[src/rtl/ll_multi_fifo.sv]
// ll_multi_fifo: several logical FIFOs that share one storage array.
// Entries are kept on singly linked lists: one list per queue plus a
// free list. Pushes allocate from the free-list head; pops release the
// popped entry to the free-list tail. Reads are show-ahead.
//
// Ports:
//   clk, rst     clock, synchronous active-high reset
//   push         enqueue request, push_sel = target queue, data_in = word
//   pop          dequeue request, pop_sel = source queue
//   data_out     head word of queue pop_sel (combinational)
//   empty/full   per-queue status vectors
//   counts       packed per-queue occupancy, queue i at [i*CNT_WIDTH +: CNT_WIDTH]
//   free_count   entries on the free list
//   push_err     one-cycle pulse after a rejected push
//   pop_err      one-cycle pulse after a rejected pop
module ll_multi_fifo #(
  parameter int WIDTH        = 8,
  parameter int DEPTH        = 4,
  parameter int NUM_FIFOS    = 2,
  parameter int MAX_PER_FIFO = DEPTH,
  localparam int PTR_WIDTH   = $clog2(DEPTH),
  localparam int SEL_WIDTH   = $clog2(NUM_FIFOS),
  localparam int CNT_WIDTH   = $clog2(DEPTH + 1)
) (
  input  logic                           clk,
  input  logic                           rst,
  input  logic                           push,
  input  logic [SEL_WIDTH-1:0]           push_sel,
  input  logic [WIDTH-1:0]               data_in,
  input  logic                           pop,
  input  logic [SEL_WIDTH-1:0]           pop_sel,
  output logic [WIDTH-1:0]               data_out,
  output logic [NUM_FIFOS-1:0]           empty,
  output logic [NUM_FIFOS-1:0]           full,
  output logic [NUM_FIFOS*CNT_WIDTH-1:0] counts,
  output logic [CNT_WIDTH-1:0]           free_count,
  output logic                           push_err,
  output logic                           pop_err
);

  localparam logic [SEL_WIDTH:0]   NQ      = (SEL_WIDTH + 1)'(NUM_FIFOS);
  localparam logic [CNT_WIDTH-1:0] CNT_MAX = CNT_WIDTH'(MAX_PER_FIFO);
  localparam logic [CNT_WIDTH-1:0] CNT_ONE = CNT_WIDTH'(1);

  logic [WIDTH-1:0]     mem    [DEPTH];
  logic [PTR_WIDTH-1:0] nxt    [DEPTH];
  logic [PTR_WIDTH-1:0] q_head [NUM_FIFOS];
  logic [PTR_WIDTH-1:0] q_tail [NUM_FIFOS];
  logic [CNT_WIDTH-1:0] q_cnt  [NUM_FIFOS];
  logic [PTR_WIDTH-1:0] f_head, f_tail;
  logic [CNT_WIDTH-1:0] f_cnt;

  logic                 push_sel_ok, pop_sel_ok;
  logic [SEL_WIDTH-1:0] ps, qs;
  logic                 push_ok, pop_ok, same_q;
  logic [PTR_WIDTH-1:0] alloc, rel;

  always_comb begin
    push_sel_ok = {1'b0, push_sel} < NQ;
    pop_sel_ok  = {1'b0, pop_sel} < NQ;
    // Clamp selects so array reads never go out of range.
    ps = push_sel_ok ? push_sel : '0;
    qs = pop_sel_ok  ? pop_sel  : '0;
    counts = '0;
    for (int unsigned i = 0; i < NUM_FIFOS; i++) begin
      empty[i] = (q_cnt[i] == '0);
      full[i]  = (q_cnt[i] == CNT_MAX) | (f_cnt == '0);
      counts[i*CNT_WIDTH +: CNT_WIDTH] = q_cnt[i];
    end
    free_count = f_cnt;
    alloc      = f_head;
    rel        = q_head[qs];
    data_out   = mem[q_head[qs]];
  end

  assign push_ok = push & push_sel_ok & ~full[ps];
  assign pop_ok  = pop  & pop_sel_ok  & ~empty[qs];
  assign same_q  = push_ok & pop_ok & (ps == qs);

  always_ff @(posedge clk) begin
    if (rst) begin
      for (int unsigned k = 0; k < DEPTH; k++)
        nxt[k] <= (k == DEPTH - 1) ? '0 : PTR_WIDTH'(k + 1);
      for (int unsigned i = 0; i < NUM_FIFOS; i++) begin
        q_head[i] <= '0;
        q_tail[i] <= '0;
        q_cnt[i]  <= '0;
      end
      f_head   <= '0;
      f_tail   <= PTR_WIDTH'(DEPTH - 1);
      f_cnt    <= CNT_WIDTH'(DEPTH);
      push_err <= 1'b0;
      pop_err  <= 1'b0;
    end else begin
      push_err <= push & ~push_ok;
      pop_err  <= pop & ~pop_ok;

      if (push_ok) begin
        f_head <= nxt[f_head];
        if (q_cnt[ps] == '0) q_head[ps] <= alloc;
        else                 nxt[q_tail[ps]] <= alloc;
        q_tail[ps] <= alloc;
      end

      if (pop_ok) begin
        // With one entry and a same-queue push, the old head's nxt link is
        // being written this cycle, so take the allocated entry directly.
        q_head[qs] <= (same_q && q_cnt[qs] == CNT_ONE) ? alloc : nxt[rel];
        // Free list becomes empty after this cycle's allocation (or already
        // is): the released entry is the whole list. Overrides f_head above.
        if (f_cnt == '0 || (push_ok && f_cnt == CNT_ONE)) begin
          f_head <= rel;
          f_tail <= rel;
        end else begin
          nxt[f_tail] <= rel;
          f_tail      <= rel;
        end
      end

      case ({push_ok, pop_ok})
        2'b10:   f_cnt <= f_cnt - CNT_ONE;
        2'b01:   f_cnt <= f_cnt + CNT_ONE;
        default: f_cnt <= f_cnt;
      endcase

      for (int unsigned i = 0; i < NUM_FIFOS; i++) begin
        if (push_ok && ps == SEL_WIDTH'(i) && !(pop_ok && qs == SEL_WIDTH'(i)))
          q_cnt[i] <= q_cnt[i] + CNT_ONE;
        else if (pop_ok && qs == SEL_WIDTH'(i) && !(push_ok && ps == SEL_WIDTH'(i)))
          q_cnt[i] <= q_cnt[i] - CNT_ONE;
      end
    end
  end

  always_ff @(posedge clk) begin
    if (!rst && push_ok) mem[alloc] <= data_in;
  end

endmodule

[config.mk]
export PLATFORM = sky130hd
export DESIGN_NAME = ll_multi_fifo
export DESIGN_NICKNAME = d
export VERILOG_FILES = /design/src/rtl/ll_multi_fifo.sv
export SDC_FILE = /design/constraint.sdc
export NUM_CORES = 1
export LEC_CHECK = 0
export ABC_AREA = 1
export CORE_ASPECT_RATIO = 0.7
export CORE_UTILIZATION = 61
export DETAILED_ROUTE_END_ITERATION = 8
export PLACE_DENSITY = 0.85
export SLEW_MARGIN = 20
export SYNTH_ARGS = -nofsm -noshare
export SYNTH_HDL_FRONTEND = slang
export SYNTH_SLANG_ARGS = --single-unit
[constraint.sdc]
create_clock -name clk -period 4.4 [get_ports clk]
set_input_delay 0.88 -clock clk [delete_from_list [all_inputs] [get_ports clk]]
set_output_delay 0.88 -clock clk [all_outputs]
set_load 0.03 [all_outputs]
==> results.py, run 1 <==
metrics = {
    "power": {
        "p_per_area_nw_per_um2": 419,
        "p_leak_nw": 1.77,
        "peakVddDrop_mv": 0.355,
    },
    "setup_path": {
        "required_ns": 3.52,
        "critPathMostFrequentCell": "buf_4",
        "critPathArrivalTime_ns": 2.69,
        "cp_top_family": "buffers and inverters",
        "crit_type": "primary input to primary output",
        "crit_path_start_kind": "primary input",
        "cp_cell_sequence": "clkdlybuf4s50_1 > nand2_1 > o21ai_1 > buf_4 > inv_1 > o21ai_0 > o22ai_1 > buf_4",
        "worstPathMaxFanout": 15,
        "crit_buf_inv": 4,
        "end_kind": "primary output",
        "critPathMaxStageDelay_ns": 0.55,
        "cp_slowest_cell": "clkdlybuf4s50_1",
    },
    "drt": {
        "via_count": 2897,
        "ant_nets": 0,
        "routedWlPerCell_um": 14.9,
        "vias_per_cell": 5.63,
        "met1_length_um": 3430,
        "top_layer_used": "met4",
        "route.met3.wl_um": 746,
        "drt_first_iter_violations": 308,
        "dr_wl_met2_um": 3400,
        "wl_um": 7690,
        "firstDrtPassIters": 5,
        "remaining_drc_errors": 0,
    },
    "global_route": {
        "antenna_found_initial": 0,
        "grt_use_total": 0.277,
        "first_global_vias": 2646,
        "grt_pass1_wl_um": 12600,
        "overflow": 0,
        "grt_max_degree": 25,
    },
    "logic_synthesis": {
        "synth_top_area_frac": 0.464,
        "syn_nets": 417,
        "ys_ff_latch": 63,
        "synth.cell_area_um2": 3500,
        "ys_warn_count": 0,
        "yosys.area.top_type": "edfxtp_1",
        "synth_area_per_cell_um2": 8.90,
        "synth_cells": 393,
        "ys_types": 39,
        "ys_seq_area_frac": 0.515,
        "yosys-top-cells-area": "edfxtp_1, nand2_1, inv_1",
    },
    "floorplan": {
        "fp.dieW_um": 92.5,
        "fp.dieH_um": 65.3,
        "io_pins": 37,
        "dieArea_um2": 6040,
        "row_count": 22,
        "core_um2": 5370,
        "start_util": 0.651,
    },
    "clock_tree": {
        "cts_sinks": 63,
        "cts_max_path_buffers": 2,
        "cts_tree": "done",
        "post_cts_buffers": 0,
        "htreeDepth": 3,
        "cts_resized": 0,
        "ctsHoldBuffers": 0,
        "clk_pin_slew_ns": 0.06,
        "cts.root.buffer_cell": "clkbuf_8",
        "cts_buffers": 9,
        "clk_latency_ns": 0.34,
    },
    "final_layout": {
        "final_common_cell": "nand2_1",
        "num-nets-final": 462,
        "ff_latch_area_um2": 1800,
        "layout.cells.non_filler": 515,
        "final_util": 0.769,
        "fillers": 365,
        "multi_input_area_um2": 1410,
        "drive_gt1_frac": 0.131,
        "layout_common_cells": "nand2_1, edfxtp_1, inv_1",
        "antenna_cells": 0,
        "syn_to_final_growth_pct": 18.1,
    },
    "status": {
        "status": "completed",
    },
    "job": {
        "max-cap-violations": 0,
    },
    "timing": {
        "slew_violations": 0,
        "clock.fmax_mhz": 280,
        "finalSetupTns_ns": 0,
        "max_slew_margin": 0.630,
        "fin_crit_sh": 0.810,
        "setup_violations": 0,
        "rsz0062_at_grt": "false",
        "tightest_slew_ns": 0.555,
        "finalHoldViolCount": 0,
        "skew_ns": 0.00935,
        "period_needed_ns": 3.57,
    },
    "placed_design": {
        "gp_congestion": 0.867,
        "hpwl_um": 5550,
        "portBuffers": 36,
        "place_inst": 499,
    },
    "hold_path": {
        "holdCritPathClass": "flop to flop",
    },
}
cell type report:
cell class	instances	share of cell area
Tap cell	72	0.0218
Clock buffer	9	0.0300
Clock inverter	7	0.0179
Timing Repair Buffer	44	0.0970
Sequential cell	63	0.436
Inverter	60	0.0545
Multi-Input combinational cell	260	0.342
path summary, 6_finish.rpt:
path              cells after the start  slack [ns]                      to                        from
setup / recovery                      8        0.83             data_out[2]                     pop_sel
hold / removal                        2        0.55  f_tail[0]$_SDFFE_PP1N_      f_tail[0]$_SDFFE_PP1N_
setup reg to reg                     12        1.69  q_head[0][0]$_DFFE_PP_  free_count[0]$_SDFFE_PP0P_
hold reg to reg                       2        0.55  f_tail[0]$_SDFFE_PP1N_      f_tail[0]$_SDFFE_PP1N_
kinds of logic after synthesis:
kind of cell / count (synthesis) / synth area share
flip-flops: 63 / 0.515
XOR/XNOR: 6 / 0.0150
AND/OR/NAND/NOR: 187 / 0.257
buffers and inverters: 70 / 0.0802
adder cells (fa/ha/maj): 10 / 0.0379
AO/OA/AOI/OAI: 57 / 0.0941
tightest hold or removal path: stages (launching register included):
cell     delay (ns)
dfxtp_1        0.38
a21oi_1        0.08
o21ai_0        0.07
registers in the layout, summed over array words and instances (netlist names), 2 cells and up:
signal / cells
alloc: 2
free_count: 3
q_head: 4
q_tail: 4
mem: 32
nxt: 8
q_cnt: 6
f_tail: 2
stage by stage:
| stage | total power [mW] | setup slack (ns) | hold slack, ns | instance area [um^2] |
|---|---|---|---|---|
| after floorplan | 1.08 | 1.51 | 0.487 | 3500 |
| after global placement | 1.23 | 0.929 | 0.513 | 3930 |
| after detailed placement | 1.24 | 0.818 | 0.538 | 3930 |
| after CTS | 1.73 | 0.799 | 0.554 | 4130 |
| after global routing | 1.81 | 0.615 | 0.579 | 4130 |
| final | 1.73 | 0.834 | 0.553 | 4130 |
cell usage after synthesis, drive strengths merged:
cell type	instances
nand3b	1
clkbuf	3
o21ai	33
nand2	87
nor4	1
inv	57
nor3	4
o21a	1
clkinv	3
nor2	51
buf	7
xor2	3
nand4	11
o22ai	8
edfxtp	54
xnor2	3
o211ai	5
a21oi	10
ha	9
fa	1
dfxtp	9
nand3	32
report_power, final:
group          switching [mW]  leakage (nW)  internal, mW  total, mW
Clock                   0.233        0.0891         0.261      0.494
Sequential             0.0442         0.582         0.700      0.745
Combinational           0.321          1.10         0.172      0.493
metal layers:
metal  GRT usage  vias up
met2       0.427      153
li1            -     1404
met3      0.0764       15
met5           0        -
met4      0.0742        0
met1       0.390     1325
(Power assumes the default switching activity.)
==> run 2, diff against run 1 <==
--- a/config.mk
+++ b/config.mk
@@ -7,9 +7,9 @@
 export LEC_CHECK = 0
 export ABC_AREA = 1
 export CORE_ASPECT_RATIO = 0.7
-export CORE_UTILIZATION = 61
+export CORE_UTILIZATION = 57
 export DETAILED_ROUTE_END_ITERATION = 8
-export PLACE_DENSITY = 0.85
+export PLACE_DENSITY = 0.8
 export SLEW_MARGIN = 20
 export SYNTH_ARGS = -nofsm -noshare
 export SYNTH_HDL_FRONTEND = slang
==> constraint.sdc (replaced) <==
create_clock -name clk -period 3.6 [get_ports clk]
set_input_delay 0.72 -clock clk [delete_from_list [all_inputs] [get_ports clk]]
set_output_delay 0.72 -clock clk [all_outputs]
set_load 0.03 [all_outputs]
==> run 2 against run 1 <==
Compared with the run above: combinational power grew 24%; critical path depth fell by 2; sequential power is 22% higher; register-to-register slack worse by 0.84 ns; global-route usage is 1.2 points lower; final area grew 0.18%; first-iteration DRC count rose by 9.4%; wire length rose by 4.0%.
==> results.py, run 2 (synthesized netlist as in run 1, its figures left out) <==
metrics = {
    "status": {
        "status": "completed",
    },
    "clock_tree": {
        "cts_max_path_buffers": 2,
        "cts_buffers": 9,
        "clk_latency_ns": 0.34,
        "cts_tree": "done",
        "post_cts_buffers": 0,
        "ctsHoldBuffers": 0,
        "cts_sinks": 63,
        "cts_resized": 0,
        "htreeDepth": 3,
        "cts.root.buffer_cell": "clkbuf_8",
        "clk_pin_slew_ns": 0.06,
    },
    "placed_design": {
        "hpwl_um": 5690,
        "preCtsSetupSlack_ns": 0.457,
        "portBuffers": 36,
        "gp_congestion": 0.864,
    },
    "timing": {
        "slew_violations": 0,
        "clock.fmax_mhz": 320,
        "max_slew_margin": 0.627,
        "fin_crit_sh": 0.868,
        "finalSetupTns_ns": 0,
        "period_needed_ns": 3.13,
        "finalHoldViolCount": 0,
        "tightest_slew_ns": 0.558,
        "skew_ns": 0.00680,
        "whs_ns": 0.555,
        "rsz0062_at_grt": "false",
        "finalWorstSetupSlack_ns": 0.474,
        "setup_violations": 0,
    },
    "job": {
        "max-cap-violations": 0,
    },
    "hold_path": {
        "holdCritPathClass": "flop to flop",
    },
    "global_route": {
        "grt_pass1_wl_um": 12400,
        "grt_max_degree": 25,
        "first_global_vias": 2530,
        "antenna_found_initial": 0,
        "overflow": 0,
        "grt_use_total": 0.265,
    },
    "floorplan": {
        "fp.dieH_um": 67.5,
        "start_util": 0.601,
        "fp.dieW_um": 95.6,
        "core_um2": 5810,
        "dieArea_um2": 6460,
        "row_count": 23,
        "io_pins": 37,
    },
    "setup_path": {
        "required_ns": 2.88,
        "worstPathMaxFanout": 12,
        "cp-startpoint": "pop_sel",
        "crit_path_start_kind": "primary input",
        "worstRegToRegCells": 14,
        "reg2reg_slack_ns": 0.85,
        "reg2reg_to": "q_cnt[0][2]$_SDFFCE_PN0P_",
        "critPathArrivalTime_ns": 2.41,
        "end_kind": "primary output",
        "critPathCapture": "data_out[6]",
        "reg2reg_from": "free_count[0]$_SDFFE_PP0P_",
        "crit_type": "primary input to primary output",
    },
    "drt": {
        "route.met3.wl_um": 715,
        "ant_nets": 0,
        "top_layer_used": "met4",
        "remaining_drc_errors": 0,
        "dr_wl_met2_um": 3600,
        "drt_first_iter_violations": 337,
        "met1_length_um": 3610,
        "routedWlPerCell_um": 15.5,
        "firstDrtPassIters": 5,
        "wl_um": 8000,
        "vias_per_cell": 5.55,
        "via_count": 2868,
    },
    "final_layout": {
        "syn_to_final_growth_pct": 18.3,
        "num-nets-final": 462,
        "final_common_cell": "nand2_1",
        "antenna_cells": 0,
        "regMostFlops": "mem",
        "fillers": 431,
        "ff_latch_area_um2": 1800,
        "drive_gt1_frac": 0.127,
        "multi_input_area_um2": 1410,
        "layout_common_cells": "nand2_1, edfxtp_1, inv_1",
        "largest_reg_flops": 32,
        "reg_top3": "mem x32, nxt x8, q_cnt x6",
    },
    "power": {
        "peakVddDrop_mv": 0.320,
        "p_per_area_nw_per_um2": 523,
        "p_leak_nw": 1.79,
    },
}
==> run 2: per-stage QoR <==
step | cells | instance area (um^2) | power [mW] | util
final | 517 | 4140 | 2.16 | 0.712
after CTS | 517 | 4140 | 2.16 | 0.712
after global routing | 517 | 4140 | 2.25 | 0.712
after floorplan | 393 | 3500 | 1.32 | -
after detailed placement | 502 | 3940 | 1.52 | 0.677
after global placement | 502 | 3940 | 1.50 | 0.677
==> run 2: layout make-up <==
cell class              count  share of cell area
clock buffers              10              0.0309
clock inverters             5              0.0178
inverters                  60              0.0544
multi-input cells         260               0.342
flip-flops and latches     63               0.436
well taps                  75              0.0227
repair buffers             44              0.0968
==> run 2: worst min path at each step <==
stage / from / endpoint / slack [ns] / cells after the start
final: free_count[2]$_SDFFE_PP1P_ / free_count[2]$_SDFFE_PP1P_ / 0.56 / 2
after detailed placement: f_tail[0]$_SDFFE_PP1N_ / f_tail[0]$_SDFFE_PP1N_ / 0.54 / 2
after CTS: f_tail[0]$_SDFFE_PP1N_ / f_tail[0]$_SDFFE_PP1N_ / 0.56 / 2
after floorplan: f_tail[0]$_SDFFE_PP1N_ / f_tail[0]$_SDFFE_PP1N_ / 0.49 / 2
after global routing: f_tail[0]$_SDFFE_PP1N_ / f_tail[0]$_SDFFE_PP1N_ / 0.61 / 2
after global placement: f_tail[1]$_SDFFE_PP1N_ / f_tail[1]$_SDFFE_PP1N_ / 0.53 / 2
==> run 2: worst max-delay path, cell delays in order <==
cell and delay (ns):
clkdlybuf4s50_1 0.65, o21ai_1 0.14, inv_1 0.32, o21ai_0 0.17
o22ai_1 0.20, buf_4 0.20
==> run 2: power breakdown <==
group          internal, mW  switching [mW]  leakage [nW]
clock network         0.381           0.260         0.104
registers             0.856          0.0551         0.582
logic                 0.210           0.401          1.10
==> run 2: per-layer routing <==
metal  up-vias  track usage
li1       1400            -
met1      1320        0.380
met2       135        0.411
met3        13       0.0586
met4         0       0.0690
met5         -            0
==> run 3, diff against run 2 <==
--- a/config.mk
+++ b/config.mk
@@ -9,7 +9,7 @@
 export CORE_ASPECT_RATIO = 0.7
 export CORE_UTILIZATION = 57
 export DETAILED_ROUTE_END_ITERATION = 8
-export PLACE_DENSITY = 0.8
+export PLACE_DENSITY = 0.91
 export SLEW_MARGIN = 20
 export SYNTH_ARGS = -nofsm -noshare
 export SYNTH_HDL_FRONTEND = slang
==> run 3 against run 2 <==
Compared with the run above: global-route usage grew 0.84 points; utilization grew 0.45 points; total power grew 1.5%; clock power grew 5.6%; largest power group unchanged.
==> results.py, run 3 (synthesized netlist as in run 1, its figures left out) <==
metrics = {
    "power": {
        "p_sw_frac": 0.337,
        "p_per_area_nw_per_um2": 528,
        "p_clk_frac": 0.308,
        "p_sw_mw": 0.740,
        "power_frac_seq": 0.415,
        "comb_power_share": 0.277,
        "peakVddDrop_mv": 0.454,
        "p_leak_nw": 1.79,
        "intPower_mw": 1.46,
    },
    "timing": {
        "fin_crit_sh": 0.866,
        "max_slew_margin": 0.618,
        "skew_ns": 0.00870,
        "rsz0062_at_grt": "false",
        "clock.fmax_mhz": 321,
        "whs_ns": 0.541,
        "tightest_slew_ns": 0.572,
        "period_needed_ns": 3.12,
        "finalHoldViolCount": 0,
        "setup_violations": 0,
        "slew_violations": 0,
        "finalSetupTns_ns": 0,
    },
    "drt": {
        "routedWlPerCell_um": 15.7,
        "drt_first_iter_violations": 288,
        "vias_per_cell": 5.64,
        "wl_um": 8130,
        "via_count": 2928,
        "dr_wl_met2_um": 3750,
        "top_layer_used": "met4",
        "firstDrtPassIters": 5,
        "met1_length_um": 3420,
        "ant_nets": 0,
        "remaining_drc_errors": 0,
        "route.met3.wl_um": 842,
    },
    "setup_path": {
        "cp_top_family": "buffers and inverters",
        "critPathArrivalTime_ns": 2.40,
        "worstRegToRegCells": 14,
        "reg2reg_slack_ns": 0.88,
        "end_kind": "primary output",
        "cp_cell_sequence": "clkdlybuf4s50_1 > o21ai_1 > inv_1 > o21ai_0 > o22ai_1 > buf_4",
        "crit_buf_inv": 3,
        "worstPathMaxFanout": 12,
        "crit_type": "primary input to primary output",
        "reg2reg_from": "free_count[0]$_SDFFE_PP0P_",
        "critPathMaxStageDelay_ns": 0.67,
        "cp_slowest_cell": "clkdlybuf4s50_1",
        "reg2reg_to": "q_cnt[0][2]$_SDFFCE_PN0P_",
        "crit_path_start_kind": "primary input",
        "required_ns": 2.88,
    },
    "final_layout": {
        "layout_common_cells": "nand2_1, edfxtp_1, inv_1",
        "layout.cells.non_filler": 519,
        "fillers": 445,
        "num-nets-final": 463,
        "drive_gt1_frac": 0.133,
        "syn_to_final_growth_pct": 19.1,
        "antenna_cells": 0,
        "reg_top3": "mem x32, nxt x8, q_cnt x6",
        "final_common_cell": "nand2_1",
        "largest_reg_flops": 32,
        "regMostFlops": "mem",
    },
    "global_route": {
        "first_global_vias": 2671,
        "grt_max_degree": 25,
        "overflow": 0,
        "grt_pass1_wl_um": 12700,
        "grt_use_total": 0.274,
        "antenna_found_initial": 0,
    },
    "hold_path": {
        "whs_path_depth": 2,
        "min_from": "free_count[2]$_SDFFE_PP1P_",
        "min_to": "free_count[2]$_SDFFE_PP1P_",
        "holdCritPathClass": "flop to flop",
    },
    "floorplan": {
        "fp.dieH_um": 67.5,
        "start_util": 0.601,
        "row_count": 23,
        "dieArea_um2": 6460,
        "core_um2": 5810,
        "fp.dieW_um": 95.6,
        "io_pins": 37,
    },
    "clock_tree": {
        "cts_sinks": 63,
        "cts_resized": 0,
        "cts_buffers": 9,
        "clk_latency_ns": 0.35,
        "post_cts_buffers": 0,
        "cts.root.buffer_cell": "clkbuf_8",
        "cts_max_path_buffers": 2,
        "clk_pin_slew_ns": 0.07,
        "htreeDepth": 3,
        "cts_tree": "done",
        "ctsHoldBuffers": 0,
    },
    "job": {
        "max-cap-violations": 0,
    },
    "placed_design": {
        "place_inst": 503,
        "gp_congestion": 0.925,
        "hpwl_um": 5910,
        "portBuffers": 36,
    },
    "status": {
        "status": "completed",
    },
}
==> run 3: cell types whose count changed in the layout (fill, tap and decap cells not counted) <==
cell and delta:
clkbuf_1 -1, buf_4 +1, clkinvlp_4 +2, inv_6 +1, clkinv_2 -2, clkinv_4 +1
==> run 3: stage by stage <==
step | instance area, um^2 | setup WS, ns | power (mW) | util
after detailed placement | 3940 | 0.510 | 1.53 | 0.678
after global routing | 4160 | 0.342 | 2.29 | 0.716
after CTS | 4160 | 0.488 | 2.20 | 0.716
after floorplan | 3500 | 0.796 | 1.32 | -
final | 4160 | 0.484 | 2.20 | 0.716
after global placement | 3940 | 0.563 | 1.50 | 0.678
==> run 3: power by group through the flow <==
stage          clock, mW  sequential (mW)  combinational (mW)
2_1_floorplan          0            0.942               0.380
3_3_place_gp           0            0.921               0.576
3_5_place_dp           0            0.925               0.600
4_1_cts            0.687            0.909               0.605
5_1_grt            0.717            0.916               0.661
6_report           0.677            0.911               0.609
==> run 3: worst min-delay path: cells and delay by family (launching register included) <==
kind	cells	cell delay, ns
AO/OA/AOI/OAI	1	0.07
buffers and inverters	1	0.08
flip-flops	1	0.34
==> run 3: worst max path at each step <==
stage,end,cells past startpoint,slack [ns],startpoint
final,data_out[7],6,0.48,pop_sel
after detailed placement,data_out[0],7,0.51,pop_sel
after CTS,data_out[0],6,0.49,pop_sel
after global routing,data_out[6],7,0.34,pop_sel
after global placement,data_out[1],7,0.56,pop_sel
after floorplan,mem[2][0]$_DFFE_PP_,8,0.80,free_count[0]$_SDFFE_PP0P_
==> run 3: metal layers <==
layer	up-vias	global-route usage
met3	12	0.0800
met5	-	0
met2	163	0.422
met4	0	0.0970
li1	1405	-
met1	1348	0.371
==> run 3: layout make-up <==
type | count | area [um^2] | area share
clock inverters | 7 | 96.3 | 0.0231
well taps | 75 | 93.8 | 0.0225
inverters | 60 | 225 | 0.0541
clock buffers | 9 | 124 | 0.0298
flip-flops and latches | 63 | 1800 | 0.433
repair buffers | 45 | 408 | 0.0980
multi-input cells | 260 | 1410 | 0.340
